File: config.mk
export PLATFORM = sky130hd
export DESIGN_NAME = pma_region_table
export DESIGN_NICKNAME = d
export VERILOG_FILES = /design/src/rtl/pma_region_table.sv
export SDC_FILE = /design/constraint.sdc
export NUM_CORES = 2
export LEC_CHECK = 0
export ABC_AREA = 1
export BUFFER_PORTS_ARGS = -buffer_cell sky130_fd_sc_hd__buf_4
export CORE_ASPECT_RATIO = 2
export CORE_UTILIZATION = 25
export DETAILED_ROUTE_END_ITERATION = 16
export GPL_ROUTABILITY_DRIVEN = 0
export PLACE_DENSITY_LB_ADDON = 0.15
export SETUP_SLACK_MARGIN = 0.15
export SLEW_MARGIN = 0
export SYNTH_ARGS = -nofsm -noshare
export SYNTH_HDL_FRONTEND = slang
export SYNTH_SLANG_ARGS = --single-unit
File: constraint.sdc
create_clock -name clk_i -period 31.3 [get_ports clk_i]
set_clock_uncertainty 0.15 [all_clocks]
set_input_delay 3.13 -clock clk_i [delete_from_list [all_inputs] [get_ports clk_i]]
set_output_delay 3.13 -clock clk_i [all_outputs]
set_load 0.005 [all_outputs]
File: src/rtl/pma_region_table.sv
// Runtime-programmable PMA region table: NrRules base/length rules, one pipelined lookup per cycle.
// Optional lookup-miss counter is built only when CVA6_PMA_MISS_COUNTER_EN is defined.
module pma_region_table #(
  parameter int unsigned NrRules     = 4,
  parameter int unsigned AddrWidth   = 64,
  parameter int unsigned IdxWidth    = (NrRules > 1) ? $clog2(NrRules) : 1,
  parameter logic [2:0]  DefaultAttr = 3'b000
) (
  input  logic                 clk_i,
  input  logic                 rst_i,
  input  logic                 cfg_valid_i,
  output logic                 cfg_ready_o,
  input  logic [IdxWidth-1:0]  cfg_idx_i,
  input  logic [AddrWidth-1:0] cfg_base_i,
  input  logic [AddrWidth-1:0] cfg_len_i,
  input  logic [2:0]           cfg_attr_i,
  input  logic                 cfg_lock_i,
  output logic                 cfg_resp_valid_o,
  input  logic                 cfg_resp_ready_i,
  output logic                 cfg_resp_err_o,
  input  logic                 lkp_valid_i,
  input  logic [AddrWidth-1:0] lkp_addr_i,
  output logic                 lkp_valid_o,
  output logic                 lkp_hit_o,
  output logic [IdxWidth-1:0]  lkp_idx_o,
  output logic [2:0]           lkp_attr_o,
  output logic [31:0]          miss_cnt_o
);

  typedef enum logic [1:0] {
    IDLE   = 2'd0,
    COMMIT = 2'd1,
    RESP   = 2'd2
  } state_e;

  state_e                 state_r, state_s;
  logic                   ready_r, resp_valid_r, resp_err_r;
  logic [IdxWidth-1:0]    req_idx_r;
  logic [AddrWidth-1:0]   req_base_r, req_len_r;
  logic [2:0]             req_attr_r;
  logic                   req_lock_r;

  logic [AddrWidth-1:0]   base_r [NrRules];
  logic [AddrWidth-1:0]   len_r  [NrRules];
  logic [2:0]             attr_r [NrRules];
  logic [NrRules-1:0]     lock_r;

  logic                   idx_ok_s, idx_locked_s, commit_err_s;
  logic [NrRules-1:0]     match_s;
  logic                   hit_s;
  logic [IdxWidth-1:0]    hit_idx_s;
  logic [2:0]             hit_attr_s;

  logic                   lkp_valid_r, lkp_hit_r;
  logic [IdxWidth-1:0]    lkp_idx_r;
  logic [2:0]             lkp_attr_r;

  // Config FSM next-state
  always_comb begin
    state_s = state_r;
    case (state_r)
      IDLE:    if (cfg_valid_i && ready_r) state_s = COMMIT; else state_s = IDLE;
      COMMIT:  state_s = RESP;
      RESP:    if (cfg_resp_ready_i) state_s = IDLE; else state_s = RESP;
      default: state_s = IDLE;
    endcase
  end

  // Reject writes to out-of-range or locked rules
  always_comb begin
    idx_ok_s     = 1'b0;
    idx_locked_s = 1'b0;
    for (int i = 0; i < NrRules; i++) begin
      idx_ok_s     = idx_ok_s | (req_idx_r == IdxWidth'(i));
      idx_locked_s = idx_locked_s | ((req_idx_r == IdxWidth'(i)) & lock_r[i]);
    end
    commit_err_s = !idx_ok_s || idx_locked_s;
  end

  // FSM state, handshake outputs and request capture
  always_ff @(posedge clk_i) begin
    if (rst_i) begin
      state_r      <= IDLE;
      ready_r      <= 1'b1;
      resp_valid_r <= 1'b0;
      resp_err_r   <= 1'b0;
      req_idx_r    <= '0;
      req_base_r   <= '0;
      req_len_r    <= '0;
      req_attr_r   <= 3'b000;
      req_lock_r   <= 1'b0;
    end else begin
      state_r      <= state_s;
      ready_r      <= (state_s == IDLE);
      resp_valid_r <= (state_s == RESP);
      if (state_r == COMMIT) begin
        resp_err_r <= commit_err_s;
      end
      if (state_r == IDLE && cfg_valid_i && ready_r) begin
        req_idx_r  <= cfg_idx_i;
        req_base_r <= cfg_base_i;
        req_len_r  <= cfg_len_i;
        req_attr_r <= cfg_attr_i;
        req_lock_r <= cfg_lock_i;
      end
    end
  end

  // Rule storage; written only in COMMIT so same-cycle lookups see the old rule
  always_ff @(posedge clk_i) begin
    if (rst_i) begin
      for (int i = 0; i < NrRules; i++) begin
        base_r[i] <= '0;
        len_r[i]  <= '0;
        attr_r[i] <= 3'b000;
        lock_r[i] <= 1'b0;
      end
    end else if (state_r == COMMIT && !commit_err_s) begin
      for (int i = 0; i < NrRules; i++) begin
        if (req_idx_r == IdxWidth'(i)) begin
          base_r[i] <= req_base_r;
          len_r[i]  <= req_len_r;
          attr_r[i] <= req_attr_r;
          lock_r[i] <= req_lock_r;
        end
      end
    end
  end

  // Region end uses one extra bit so a region touching the top of memory never wraps
  always_comb begin
    match_s = '0;
    for (int i = 0; i < NrRules; i++) begin
      match_s[i] = (len_r[i] != '0) && (lkp_addr_i >= base_r[i]) &&
                   ({1'b0, lkp_addr_i} < ({1'b0, base_r[i]} + {1'b0, len_r[i]}));
    end
  end

  // Lowest matching index wins
  always_comb begin
    hit_s      = 1'b0;
    hit_idx_s  = '0;
    hit_attr_s = DefaultAttr;
    for (int i = NrRules - 1; i >= 0; i--) begin
      if (match_s[i]) begin
        hit_s      = 1'b1;
        hit_idx_s  = IdxWidth'(i);
        hit_attr_s = attr_r[i];
      end else begin
        hit_s      = hit_s;
      end
    end
  end

  // Lookup result stage; results hold while no request is presented
  always_ff @(posedge clk_i) begin
    if (rst_i) begin
      lkp_valid_r <= 1'b0;
      lkp_hit_r   <= 1'b0;
      lkp_idx_r   <= '0;
      lkp_attr_r  <= DefaultAttr;
    end else begin
      lkp_valid_r <= lkp_valid_i;
      if (lkp_valid_i) begin
        lkp_hit_r  <= hit_s;
        lkp_idx_r  <= hit_idx_s;
        lkp_attr_r <= hit_attr_s;
      end
    end
  end

`ifdef CVA6_PMA_MISS_COUNTER_EN
  logic [31:0] miss_cnt_r;

  // Saturating miss counter
  always_ff @(posedge clk_i) begin
    if (rst_i) begin
      miss_cnt_r <= 32'd0;
    end else if (lkp_valid_r && !lkp_hit_r && (miss_cnt_r != 32'hFFFF_FFFF)) begin
      miss_cnt_r <= miss_cnt_r + 32'd1;
    end
  end

  assign miss_cnt_o = miss_cnt_r;
`else
  assign miss_cnt_o = 32'd0;
`endif

  assign cfg_ready_o      = ready_r;
  assign cfg_resp_valid_o = resp_valid_r;
  assign cfg_resp_err_o   = resp_err_r;
  assign lkp_valid_o      = lkp_valid_r;
  assign lkp_hit_o        = lkp_hit_r;
  assign lkp_idx_o        = lkp_idx_r;
  assign lkp_attr_o       = lkp_attr_r;

endmodule

==> run summary <==
Avg Cell Area, Syn: 8.10 µm²
Die Span Y: 651 µm
CTS Hold Bufs: 0
Post-Synth XOR/XNOR Area: 0.0389
Mux contribution to synthesized area: 0
Synth Area in Compound Gates: 0.158
Hold Crit Depth: 2
Final Core Density: 0.288
Required @ worst endpoint: 31.73 ns
Power consumption: 2.77 mW
Area grow syn2layout: 14.1%
Top cells by area, synth: edfxtp_1 (30%), ha_1 (18%), a21oi_1 (6.9%)
Max-cap viol count: 0
Sequential Power Share: 0.388
Max Root-Sink Buffers: 3
Post-layout nets: 7,692
Die area: 212,000 µm²
Via count: 47,700
Setup Crit Path Kind: flip-flop to flip-flop
Worst-Margin Slew: 1.44 ns
Switch share: 0.363
Post-CTS sizing: 0
Final Cycle Share: 0.222
CTS clk-pin slew, worst paths: 0.07 ns
Remaining Overflow, GRT: 0
Post-layout min period: 6.94 ns
Max VDD drop: 0.0352 mV
CP endpoint kind: flip-flop
Share of layout cells above drive strength 1: 0.0786
CP startpoint kind: flip-flop
Comb pwr share: 0.275
Most frequent cells after synthesis: nor2_1 (958), inv_1 (941), nand2_1 (876)
H-tree depth reported by CTS: 3
Hold Crit Start: lock_r[0]$_SDFFE_PP0P_
Pin count of the biggest net entering global routing: 141
Worst R2R End: lkp_attr_o[1]$_SDFFE_PP0P_
Setup TNS: 0 ns
Share of total power in the clock network: 0.337
CP max FO: 5
GRT Max-Usage Layer: met2
Initial antenna violation count: 12
Sequential fraction of the synthesis area: 0.356
Number of vias per cell: 5.00
Dpl hpwl: 224,000 µm
Final hold slack: 0.342 ns
DIE WIDTH: 326 µm
Adder-cell share of the synthesized area: 0.183
Iter 0 DRT Violations: 2,964
Fillers: 22,900
RSZ-0062 raised after global routing: no
Predominant post-synthesis flop cell: edfxtp_1
Class of the worst hold path: flip-flop to flip-flop
Fin cells: 9,542
GR Util met1: 0.216
F_max: 144 MHz
Drt wl/cell: 28.3 µm
Met3 Track Usage GR: 0.0261
Final hold vios: 0
First-pass GRT wire length: 369,000 µm
CP Data Arrival Time: 7.37 ns
Vias in the first global route: 49,600
Leak pwr: 26.0 nW
Synth Cell Area: 52,600 µm²
Final Slew Violations: 0
Reg-to-reg startpoint: len_r[2][0]$_SDFFCE_PN0P_
Outcome: completed
Internal: 1.76 mW
WL final: 270,000 µm
Yosys cell types: 69
DRT Pass-1 Iters: 8
CTS tree: done
Internal reg-to-reg setup slack: 24.36 ns
FF+latch count, synth: 674
Slowest stage cell, crit path: nor4_1
R2R depth: 36
I/O Pins: 245
Pwr/cell area: 46.1 nW/µm²
Critical path's most frequent cell: nand2_1
Hold Path End: lock_r[0]$_SDFFE_PP0P_
Yosys top cell by area: edfxtp_1
Dominant cell by count in the synthesized netlist: nor2_1
Clock sinks: 674
Slew margin rel.: 0.0314
Placed cell count: 9,394
DRC: 0
Worst skew pair latency: 0.69 ns
Initial core utilization: 0.252
P_sw: 1.00 mW
Row Count: 237
Post-synth EDFFs: 524
CTS Buf Count: 72
Top-area cell type share of the netlist area: 0.299
Critical Path Max Stage Delay: 0.72 ns
GR Util met2: 0.466
Post-synthesis cell count: 6,500
Setup Fix Bufs, Post-CTS: 0
CTS root buf: clkbuf_16
Synth Area in Simple Gates: 0.183
Largest family of logic cells by synthesized area: simple AND/OR/NAND/NOR gates
Final setup fails: 0
YS warnings: 0
Post-synth ARST share: 0
Total GRT Usage: 0.249
Final ANT Viol Nets: 0
I/O Buffers: 212
Core area: 209,000 µm²
[cell type report]
type / count / area, µm² / share of cell area
Antenna cell: 13 / 32.5 / 0.000542
Clock buffer: 89 / 1980 / 0.0330
Clock inverter: 45 / 479 / 0.00798
Inverter: 957 / 3600 / 0.0600
Multi-Input combinational cell: 4766 / 29900 / 0.498
Sequential cell: 674 / 18700 / 0.312
Tap cell: 2748 / 3440 / 0.0572
Timing Repair Buffer: 250 / 1890 / 0.0314
[state kept, by name (all words and copies together), names as in the netlist]
name	count
req_idx_r	2
req_lock_r	1
lkp_valid_o	1
state_r	2
lkp_attr_o	3
cfg_ready_o	1
len_r	256
attr_r	12
req_base_r	64
lock_r	4
cfg_resp_valid_o	1
cfg_resp_err_o	1
lkp_idx_o	2
lkp_hit_o	1
base_r	256
req_attr_r	3
req_len_r	64
[power groups by stage]
stage / Combinational, mW / Clock, mW / Sequential [mW]
floorplan: 0.449 / 0 / 1.06
global placement: 0.749 / 0 / 1.09
detailed placement: 0.756 / 0 / 1.09
CTS: 0.759 / 0.956 / 1.07
global route: 0.830 / 0.980 / 1.07
finish: 0.762 / 0.933 / 1.07
[critical path: cells and delay by family (launching register included)]
| kind | cells | cell delay [ns] |
|---|---|---|
| buffers and inverters | 4 | 0.32 |
| adder cells (fa/ha/maj) | 3 | 0.89 |
| AO/OA/AOI/OAI | 8 | 1.97 |
| XOR/XNOR | 1 | 0.08 |
| flip-flops | 1 | 0.37 |
| AND/OR/NAND/NOR | 20 | 3.02 |
[placed cells by master, fill, tap and decap left out, types with 50 or more instances in the layout]
cell,n
nand4_1,95
inv_1,940
o21ai_0,311
a31oi_1,94
nand3_1,112
edfxtp_1,524
ha_1,764
a21oi_1,722
xor2_1,102
clkbuf_16,75
o21a_1,50
nand2_1,870
nor3_1,67
nor2_1,958
buf_4,246
dfxtp_1,150
nor4_1,87
xnor2_1,132
[metrics by stage]
step / setup slack [ns] / instance area [µm²]
6_report: 24.36 / 60100
2_1_floorplan: 20.31 / 52700
5_1_grt: 24.28 / 60100
3_5_place_dp: 24.45 / 57600
3_3_place_gp: 23.69 / 57500
4_1_cts: 24.61 / 60000
[routing by layer]
| layer | part of all wire | wire length [µm] | vias up |
|---|---|---|---|
| met5 | 0.000067 | 18 | - |
| li1 | - | - | 22600 |
| met1 | 0.31 | 83600 | 22700 |
| met2 | 0.52 | 141000 | 1570 |
| met4 | 0.13 | 36300 | 4 |
| met3 | 0.034 | 9200 | 793 |
[kinds of logic (layout without fill, tap and decap cells)]
family	Yosys count	in the layout
compound gates	1438	1438
xor+xnor	234	234
simple gates	2294	2294
fa+ha+maj	768	768
other cells	1	45
flops	674	674
buf+inv	1091	1341
[worst max-delay path by stage]
stage / startpoint / endpoint / slack, ns
global placement: lkp_addr_i[63] / lkp_attr_o[0]$_SDFFE_PP0P_ / 23.69
global route: len_r[2][0]$_SDFFCE_PN0P_ / lkp_attr_o[1]$_SDFFE_PP0P_ / 24.28
detailed placement: rst_i / base_r[3][15]$_SDFFCE_PN0P_ / 24.45
CTS: len_r[2][0]$_SDFFCE_PN0P_ / lkp_attr_o[1]$_SDFFE_PP0P_ / 24.61
floorplan: req_idx_r[0]$_SDFFE_PP0P_ / attr_r[3][0]$_SDFFCE_PN0P_ / 20.31
finish: len_r[2][0]$_SDFFCE_PN0P_ / lkp_attr_o[1]$_SDFFE_PP0P_ / 24.36
(Power assumes the default switching activity.)
